[src/rtl/bsram_arb_pkg.sv]
// Shared types and constants for the backup-RAM / HPS arbiter.
// Holds the arbiter FSM state enum and the BSRAM bus defaults.
package bsram_arb_pkg;

  localparam int BSRAM_AW = 20;
  localparam logic [7:0] BSRAM_NOMEM_Q = 8'hFF;

  typedef enum logic [2:0] {
    ST_IDLE,
    ST_ISSUE,
    ST_CAPTURE,
    ST_DONE,
    ST_RELEASE
  } arb_state_e;

endpackage

[src/rtl/bsram_dirty_tracker.sv]
// Sticky flag raised by mapper writes to backup RAM.
// A set in the same cycle as a clear wins over the clear.
module bsram_dirty_tracker (
  input  logic clk,
  input  logic rst_n,
  input  logic set,
  input  logic clr,
  output logic dirty
);

  // Set-priority sticky flop.
  always_ff @(posedge clk or negedge rst_n) begin
    if (!rst_n) begin
      dirty <= 1'b0;
    end else if (set) begin
      dirty <= 1'b1;
    end else if (clr) begin
      dirty <= 1'b0;
    end
  end

endmodule

[src/rtl/bsram_hps_arbiter.sv]
// Shares the BSRAM port between the mapper (priority) and HPS.
// Optional dirty tracking is built when BSRAM_DIRTY_EN is defined.
module bsram_hps_arbiter
  import bsram_arb_pkg::*;
#(
  parameter int AW       = BSRAM_AW,
  parameter int GUARD    = 2,
  parameter int WAIT_MAX = 4095
) (
  input  logic          MCLK,
  input  logic          RESET_N,
  input  logic [AW-1:0] RAM_MASK,
  input  logic [AW-1:0] MAP_ADDR,
  input  logic [7:0]    MAP_D,
  input  logic          MAP_CE_N,
  input  logic          MAP_OE_N,
  input  logic          MAP_WE_N,
  output logic [7:0]    MAP_Q,
  input  logic          HPS_REQ,
  input  logic          HPS_WE,
  input  logic [AW-1:0] HPS_ADDR,
  input  logic [7:0]    HPS_D,
  output logic          HPS_ACK,
  output logic [7:0]    HPS_Q,
  output logic          HPS_STARVED,
  output logic [AW-1:0] BSRAM_ADDR,
  output logic [7:0]    BSRAM_D,
  output logic          BSRAM_CE_N,
  output logic          BSRAM_OE_N,
  output logic          BSRAM_WE_N,
  input  logic [7:0]    BSRAM_Q,
  output logic          DIRTY,
  input  logic          DIRTY_CLR
);

  localparam int QW = $clog2(GUARD + 1);
  localparam int WW = $clog2(WAIT_MAX + 2);
  localparam logic [QW-1:0] GUARD_Q  = QW'(GUARD);
  localparam logic [WW-1:0] WAIT_TOP = WW'(WAIT_MAX + 1);
  localparam logic [WW-1:0] WAIT_LIM = WW'(WAIT_MAX);

  arb_state_e state;
  arb_state_e state_nxt;

  logic [QW-1:0] quiet_cnt;
  logic [WW-1:0] wait_cnt;
  logic [AW-1:0] lat_addr;
  logic [7:0]    lat_d;
  logic          lat_we;
  logic          held;
  logic          ack_q;
  logic          starved_q;
  logic [7:0]    rdata_q;

  logic no_mem;
  logic guard_ok;
  logic hps_drive;
  logic req_we;
  logic take;

  assign no_mem    = (RAM_MASK == '0);
  assign guard_ok  = MAP_CE_N && (quiet_cnt == GUARD_Q);
  assign hps_drive = MAP_CE_N && (state == ST_ISSUE);
  assign req_we    = held ? lat_we : HPS_WE;
  assign take      = (state == ST_IDLE) && (state_nxt != ST_IDLE);

  // State register.
  always_ff @(posedge MCLK or negedge RESET_N) begin
    if (!RESET_N) begin
      state <= ST_IDLE;
    end else begin
      state <= state_nxt;
    end
  end

  // Next-state decode; the mapper always wins the ISSUE cycle.
  always_comb begin
    state_nxt = state;
    unique case (state)
      ST_IDLE: begin
        if (HPS_REQ) begin
          if (no_mem) begin
            state_nxt = ST_DONE;
          end else if (guard_ok) begin
            state_nxt = ST_ISSUE;
          end
        end
      end
      ST_ISSUE: begin
        if (!MAP_CE_N) begin
          state_nxt = ST_IDLE;
        end else if (lat_we) begin
          state_nxt = ST_DONE;
        end else begin
          state_nxt = ST_CAPTURE;
        end
      end
      ST_CAPTURE: state_nxt = ST_DONE;
      ST_DONE:    state_nxt = ST_RELEASE;
      ST_RELEASE: begin
        if (!HPS_REQ) begin
          state_nxt = ST_IDLE;
        end
      end
      default:    state_nxt = ST_IDLE;
    endcase
  end

  // BSRAM bus mux; HPS drives only in an uncontested ISSUE cycle.
  always_comb begin
    BSRAM_ADDR = MAP_ADDR;
    BSRAM_D    = MAP_D;
    BSRAM_CE_N = MAP_CE_N;
    BSRAM_OE_N = MAP_OE_N;
    BSRAM_WE_N = MAP_WE_N;
    unique case (1'b1)
      hps_drive: begin
        BSRAM_ADDR = lat_addr;
        BSRAM_D    = lat_d;
        BSRAM_CE_N = 1'b0;
        BSRAM_OE_N = lat_we;
        BSRAM_WE_N = ~lat_we;
      end
      !hps_drive: begin
      end
      default: begin
      end
    endcase
  end

  // Guard/wait counters, request latch, ACK pulse and read data.
  always_ff @(posedge MCLK or negedge RESET_N) begin
    if (!RESET_N) begin
      quiet_cnt <= '0;
      wait_cnt  <= '0;
      lat_addr  <= '0;
      lat_d     <= '0;
      lat_we    <= 1'b0;
      held      <= 1'b0;
      ack_q     <= 1'b0;
      starved_q <= 1'b0;
      rdata_q   <= '0;
    end else begin
      if (!MAP_CE_N) begin
        quiet_cnt <= '0;
      end else if (quiet_cnt != GUARD_Q) begin
        quiet_cnt <= quiet_cnt + QW'(1);
      end

      ack_q <= (state == ST_DONE);

      if (take && !held) begin
        lat_addr <= HPS_ADDR & RAM_MASK;
        lat_d    <= HPS_D;
        lat_we   <= HPS_WE;
        held     <= 1'b1;
      end else if (state == ST_DONE) begin
        held     <= 1'b0;
      end

      if (state == ST_CAPTURE) begin
        rdata_q <= BSRAM_Q;
      end else if (take && state_nxt == ST_DONE && !req_we) begin
        rdata_q <= BSRAM_NOMEM_Q;
      end

      if (state == ST_DONE) begin
        wait_cnt  <= '0;
        starved_q <= 1'b0;
      end else if (HPS_REQ &&
                   (state == ST_IDLE || state == ST_ISSUE)) begin
        if (wait_cnt != WAIT_TOP) begin
          wait_cnt <= wait_cnt + WW'(1);
        end
        if (wait_cnt >= WAIT_LIM) begin
          starved_q <= 1'b1;
        end
      end
    end
  end

  assign MAP_Q       = BSRAM_Q;
  assign HPS_ACK     = ack_q;
  assign HPS_Q       = rdata_q;
  assign HPS_STARVED = starved_q;

`ifdef BSRAM_DIRTY_EN
  bsram_dirty_tracker u_dirty (
    .clk   (MCLK),
    .rst_n (RESET_N),
    .set   (!MAP_CE_N && !MAP_WE_N),
    .clr   (DIRTY_CLR),
    .dirty (DIRTY)
  );
`else
  logic unused_dirty_clr;
  assign unused_dirty_clr = DIRTY_CLR;
  assign DIRTY = 1'b0;
`endif

endmodule
[config.mk]
export PLATFORM = sky130hd
export DESIGN_NAME = bsram_hps_arbiter
export DESIGN_NICKNAME = d
export VERILOG_FILES = /design/src/rtl/bsram_arb_pkg.sv /design/src/rtl/bsram_dirty_tracker.sv /design/src/rtl/bsram_hps_arbiter.sv
export SDC_FILE = /design/constraint.sdc
export NUM_CORES = 1
export LEC_CHECK = 0
export BUFFER_PORTS_ARGS = -buffer_cell sky130_fd_sc_hd__buf_2
export CAP_MARGIN = 20
export CORE_MARGIN = 2
export CORE_UTILIZATION = 45
export CTS_BUF_LIST = sky130_fd_sc_hd__clkbuf_8
export DETAILED_ROUTE_END_ITERATION = 8
export PLACE_DENSITY = 0.81
export SYNTH_ARGS = -nofsm -noshare
export SYNTH_HDL_FRONTEND = slang
export SYNTH_SLANG_ARGS = --single-unit
export TNS_END_PERCENT = 50
[constraint.sdc]
create_clock -name MCLK -period 3.05 [get_ports MCLK]
set_input_delay 0.61 -clock MCLK [delete_from_list [all_inputs] [get_ports MCLK]]
set_output_delay 0.61 -clock MCLK [all_outputs]
set_load 0.03 [all_outputs]
* Yosys cells after proc, flatten, opt, wreduce, memory -nomap -nowiden
Index checks and enable logic that the tools add are counted.
W data, S select, Z words.
** Operators by class
- Add/sub/neg operators :: 2
- $lt $le $gt $ge :: 1
- Eq/ne operators :: 9
- Mux-type cells :: 25
- Bitwise operators :: 2
- Reductions and logical operators :: 20
** Operators by type and width (count)
- $mux W13 :: 3
- $mux W8 :: 3
- $and A20 B20 Y20 :: 1
- $logic_not A20 Y1 :: 1
- $mux W20 :: 1
- $pmux W3 S5 :: 1
- $add A13 B1 Y13 const B :: 1
- $ge A13 B12 Y1 const B :: 1
- $ne A13 B13 Y1 const B :: 1
- $mux W3 :: 4
- $mux W1 :: 10
- $reduce_bool A2 Y1 :: 5
- $eq A3 B2 Y1 const B :: 3
- $logic_and A1 B1 Y1 :: 7
- $mux W2 :: 3
- $reduce_and A2 Y1 :: 2
- $eq A3 B1 Y1 const B :: 1
- $eq A3 B3 Y1 const B :: 1
- $logic_not A3 Y1 :: 1
- $reduce_bool A3 Y1 :: 1
- $add A2 B1 Y2 const B :: 1
- $eq A2 B2 Y1 const B :: 1
- $logic_not A1 Y1 :: 2
- $ne A2 B1 Y1 const B :: 1
- 3 further kinds :: 3
** Storage, ports and cells
- Register bits after elaboration :: 58
- Bits of input ports :: 92
- Word-level logic and storage cells :: 69

* Logic depth before layout (Yosys ltp)
Gate-level depths: netlist of the first run.
- Depth after elaboration :: 12
- Gate-level depth with buffers :: 8
- Gate-level depth less buffers :: 7

* Least setup slack after synthesis of the first run
Ideal clock, no wire load.
- Path type :: reg2out
- Start :: reg state[1]
- End :: out BSRAM_ADDR[19]
- Arrival time :: 1.864 ns
- Slack :: 0.576 ns
- Stages on the path, launching flop included :: 6
- Path buffers :: 2
- Cells stage by stage :: dfrtp_1 > clkbuf_1 > nor3b_1 > nand2_1 > clkbuf_1 > o21ai_0
** On the way
- Word-level cells in the longest chain between the ends :: 3
** RTL lines
- from (decl) :: line bsram_hps_arbiter.sv:42 : arb_state_e state;
- from (signal assigned) :: line bsram_hps_arbiter.sv:72 : state <= state_nxt;
- $eq A3 B1 Y1 :: line bsram_hps_arbiter.sv:63 : assign hps_drive = MAP_CE_N && (state == ST_ISSUE);
- $logic_and A1 B1 Y1 :: line bsram_hps_arbiter.sv:63
- $mux W20 :: line bsram_hps_arbiter.sv:116 : unique case (1'b1)
- to (decl) :: line bsram_hps_arbiter.sv:26 : output logic [AW-1:0] BSRAM_ADDR,
Every way passes these cells.

* Final worst setup path of the first run
- Start :: reg state[1]
- End :: out BSRAM_ADDR[10]
The elaborated chain is that of the path after synthesis.

==> results of run 1 <==
## per-layer routing
layer | vias up | GRT usage [%] | part of all wire, %
li1 | 1406 | - | -
met5 | - | 0 | 0
met3 | 13 | 3.223 | 6.5
met4 | 0 | 8.097 | 1.6
met2 | 118 | 33.17 | 50
met1 | 1297 | 24.11 | 42
## layout make-up
class                      count  share of cell area, %
clock buffer                   9                  3.098
multi-input combinational    244                  35.48
inverter                      26                  2.441
clock inverter                 7                  1.533
sequential                    58                  36.30
tap                           80                  2.503
timing repair buffer         144                  18.65
## report_power, final
group	internal [mW]	switching [mW]	total, mW
registers	1.09	0.182	1.27
clock network	0.368	0.299	0.667
logic	0.556	0.906	1.46
total	2.01	1.39	3.40
## critical path, delay by kind of cell (launching register included)
family                 cells  cell delay, ns
and+or+nand+nor            2            0.49
AOI/OAI and AO/OA          1            0.26
DFF                        1            0.45
buffers and inverters      3            0.68
## synth_stat cells (7+ instances only)
cell	instances
buf_4	9
clkbuf_1	8
dfrtp_1	58
inv_1	26
mux2_4	9
mux2i_1	20
nand2_1	97
nand3_1	17
nand4_1	9
nor2_1	17
o21ai_0	25
xnor2_1	7
## kinds of logic after synthesis
kind of cell    Yosys count  share of synthesized area [%]
xor+xnor                 13                          3.680
compound gates           31                          5.540
flops                    58                          46.91
other cells               1                         0.1212
fa+ha+maj                 3                          1.213
mux                      30                          11.20
simple gates            166                          24.06
buf+inv                  48                          7.278
## sequential cells by signal, summed over array words and instances, names as in the netlist
| signal | cells |
|---|---|
| HPS_STARVED | 1 |
| HPS_Q | 8 |
| held | 1 |
| HPS_ACK | 1 |
| state | 3 |
| lat_addr | 20 |
| lat_d | 8 |
| wait_cnt | 13 |
| quiet_cnt | 2 |
| lat_we | 1 |
## per-stage QoR
stage | total power, mW | util (%) | std cells
3_5_place_dp | 2.748 | 56.76 | 552
6_report | 3.400 | 59.52 | 568
4_1_cts | 3.427 | 59.52 | 568
5_1_grt | 3.636 | 59.52 | 568
2_1_floorplan | 2.323 | - | 350
3_3_place_gp | 2.694 | 56.76 | 552
## path summary, 6_finish.rpt
check / from / endpoint / slack (ns)
min in group MCLK: HPS_Q[2] / HPS_Q[2] / 0.50
max reg2reg: state[1] / lat_addr[2] / 0.91
max in group asynchronous: RESET_N / lat_addr[7] / 2.18
min reg2reg: HPS_Q[2] / HPS_Q[2] / 0.50
max: state[1] / BSRAM_ADDR[10] / 0.22
min: RESET_N / lat_d[5] / 0.23
==> flow_summary.yaml, run 1 <==
cts:
  cts_root_buf: "clkbuf_8"
  cts-resized-gates: 0
  insertion_delay_ns: 0.33
  cts_hold_buf: 0
  path_clk_slew_ns: 0.07
  numCtsBuffers: 9
  cts_tree: "yes"
  clock_path_buffers: 2
  cts_setup_buffers: 0
  clock-sinks: 58
  htree_levels: 3
global_routing:
  overflow: 0
  track_usage_pct: 19.35
  grt_start_max_net_pins: 45
  antenna_found_initial: 0
  grt_pass1_vias: 2535
  grt_first_pass_wirelength_mm: 11.34
routing:
  drtIter0Drc: 161
  wl_per_cell_um: 12.58
  num_vias: 2834
  firstDrtPassIters: 5
  viasPerCell: 4.989
  ant_nets: 0
  wirelength_mm: 7.144
  drc: 0
cells_and_area:
  mostFrequentLayoutCell: "buf_2"
  fill_cells: 589
  nets: 578
  areaGrowthSynthToFinish_pct: 29.24
  drive_gt1_share_pct: 35.25
  diodes: 0
  design_area_um2: 3999
  multi_input_area_um2: 1419
  final_cell_mix: "buf_2, nand2_1, dfrtp_1, inv_1, o21ai_0"
  regArea_um2: 1451
logic_synthesis:
  synthTopCellsByArea: "dfrtp_1, nand2_1, mux2i_1, mux2_4, o21ai_0"
  ys_warn_count: 0
  synthArstFlopShare_pct: 100.0
  ys.flop_type: "dfrtp_1"
  ys_seq_area_share_pct: 46.91
  synth.largest_area_cell: "dfrtp_1"
  syn_area_per_cell_um2: 8.841
  ys_ff_latch: 58
  syn_area_um2: 3094
  synth_edf_count: 0
  synthCells: 350
  synth_top_area_share_pct: 46.91
  synth_cell_types: 35
  synth_nets: 445
timing:
  fin_ws_ns: 0.2175
  clock_skew_ns: 0.007291
  fin_setup_tns_ns: 0
  rsz0062_at_grt: "no"
  period_needed_ns: 2.832
  fin_hold_ws_ns: 0.2259
  final-setup-viol-count: 0
  hold_violations: 0
  drv_slew: 0
  fmax_mhz: 353.0
  post-route-period-util_pct: 92.87
critical_path:
  reg2reg_depth: 5
  cpMaxStageDelayCell: "dfrtp_1"
  path_cells: "nor3b_1, buf_4, nand2_1, buf_12, o21ai_0, buf_2"
  crit_type: "flip-flop to primary output"
  cp_max_fo: 44
  arrival_ns: 2.22
  required_ns: 2.44
  startpoint_type: "flip-flop"
  cpPeakStageDelay_ns: 0.45
  crit_path_end_kind: "primary output"
flow_run:
  maxCapViolations: 0
min_path:
  worstHoldPathType: "primary input to asynchronous set/reset pin"
die:
  core-area_um2: 6719
  io_pins: 142
  rows: 30
  start_util_pct: 46.05
  die_w_um: 86.92
  fp.dieArea_um2: 7555
  die_y_um: 86.92
placement:
  dpl_cell_area_um2: 3814
  hpwl_mm: 5.469
  port_buffers: 139
  place_congestion: 0.9107
  dp_slack_ns: 0.3776
run_status:
  status: "completed"
power_and_ir_drop:
  peakVddDrop_v: 0.0003637
  power_density_nw_per_um2: 850.1
  leakagePower_nw: 2.326
(Power assumes the default switching activity.)
==> run 2: changes to the inputs <==
Settings changed: CELL_PAD_IN_SITES_DETAIL_PLACEMENT set to 0, CELL_PAD_IN_SITES_GLOBAL_PLACEMENT set to 1, CORE_UTILIZATION 45 to 31, PLACE_DENSITY 0.81 to 0.82.
Clock period 3.05 ns to 2.5 ns, I/O delays scaled along.
==> run 2 against run 1 <==
Clock skew grew 0.00092 ns. Sequential power grew 22%. Sequential share of layout area shrank 0.97 points. Die area grew 43%. Power grew 23%. Critical path type unchanged. Critical endpoint unchanged.
==> flow_summary.yaml, run 2 (synthesis gave the netlist of run 1 again) <==
run_status:
  status: "completed"
critical_path:
  required_ns: 2.00
  arrival_ns: 1.84
  crit_path_end_kind: "primary output"
  startpoint_type: "flip-flop"
  crit_type: "flip-flop to primary output"
  cp_max_fo: 44
cts:
  path_clk_slew_ns: 0.07
  numCtsBuffers: 9
  cts_setup_buffers: 0
  clock-sinks: 58
  insertion_delay_ns: 0.33
  htree_levels: 3
  cts_tree: "yes"
  cts_root_buf: "clkbuf_8"
  clock_path_buffers: 2
flow_run:
  maxCapViolations: 0
cells_and_area:
  design_area_um2: 4109
  fill_cells: 1000
  top_register: "lat_addr"
  diodes: 0
  drive_gt1_share_pct: 35.71
  areaGrowthSynthToFinish_pct: 32.79
  largest_register_ffs: 20
  reg_top3: "lat_addr x20, wait_cnt x13"
  mostFrequentLayoutCell: "buf_2"
  nets: 581
  final_cell_mix: "buf_2, nand2_1, dfrtp_1, inv_1, o21ai_0"
placement:
  hpwl_mm: 5.672
  place_congestion: 0.8315
  dp_slack_ns: 0.01218
  port_buffers: 139
  dpl_cell_area_um2: 3915
die:
  rows: 36
  start_util_pct: 31.80
  die_w_um: 103.9
  die_y_um: 103.9
  core-area_um2: 9729
  fp.dieArea_um2: 10800
  io_pins: 142
global_routing:
  track_usage_pct: 14.69
  grt_start_max_net_pins: 45
  grt_first_pass_wirelength_mm: 12.74
  overflow: 0
  grt_pass1_vias: 2666
  antenna_found_initial: 0
routing:
  viasPerCell: 4.413
  wl_per_cell_um: 12.12
  wirelength_mm: 7.549
  num_vias: 2749
  drtIter0Drc: 116
  drc: 0
  firstDrtPassIters: 4
  ant_nets: 0
power_and_ir_drop:
  power_density_nw_per_um2: 1014
  leakagePower_nw: 2.355
  peakVddDrop_v: 0.0003244
timing:
  hold_violations: 0
  clock_skew_ns: 0.008207
  rsz0062_at_grt: "yes"
  drv_slew: 0
  fin_setup_tns_ns: 0
  final-setup-viol-count: 0
  fmax_mhz: 427.5
  fin_ws_ns: 0.1611
  period_needed_ns: 2.339
  post-route-period-util_pct: 93.56
min_path:
  worstHoldPathType: "primary input to asynchronous set/reset pin"
## run 2: per-stage QoR
stage          power (mW)  utilization, %  hold WS (ns)  cells
2_1_floorplan       2.835               -        0.2044    350
3_3_place_gp        3.326           40.24        0.4469    608
3_5_place_dp        3.372           40.24        0.4603    608
4_1_cts             4.221           42.19       0.09314    623
5_1_grt             4.523           42.23        0.1044    623
6_report            4.168           42.23       0.09290    623
## run 2: what timing repair did
| action | in CTS | in global routing |
|---|---|---|
| gates resized for setup | 1 | 3 |
| gates cloned | 0 | 0 |
| hold buffers | 0 | 0 |
| setup endpoints to repair | 2 | 4 |
## run 2: layer usage
layer	vias to the layer above	track usage, %	wire (µm)
met4	0	6.178	119
met3	12	3.634	497
li1	1409	-	-
met2	105	23.64	3481
met5	-	0	0
met1	1223	18.87	3451
## run 2: critical path, stage by stage, from the launching register on
cell and delay (ns):
dfrtp_1 0.47, nor3b_2 0.27, nand2_1 0.14, buf_12 0.19, o21ai_1 0.18, buf_2 0.23
## run 2: area by class of cell
cell class              count  area (µm²)  area share (%)
well taps                 133       166.4           4.050
repair buffers            147       783.3           19.06
clock inverters             5       47.55           1.157
clock buffers              10       137.6           3.350
flip-flops and latches     58        1451           35.32
multi-input cells         244        1425           34.68
inverters                  26       97.59           2.375
## run 2: worst paths after layout
| path | startpoint | end | slack [ns] | depth (start not counted) |
|---|---|---|---|---|
| hold / removal | RESET_N | lat_d[4] | 0.09 | 1 |
| hold reg to reg | HPS_Q[3] | HPS_Q[3] | 0.49 | 2 |
| max in group asynchronous | RESET_N | lat_addr[6] | 1.73 | 2 |
| setup / recovery | state[1] | BSRAM_ADDR[10] | 0.16 | 5 |
| setup reg to reg | state[1] | lat_addr[16] | 0.39 | 5 |
| min in group MCLK | HPS_D[3] | lat_d[3] | 0.40 | 2 |
## run 2: report_power, final
group          switching, mW  total [mW]  internal, mW
sequential             0.222        1.55          1.33
combinational           1.11        1.80         0.695
clock                  0.344       0.815         0.471
total                   1.67        4.17          2.49
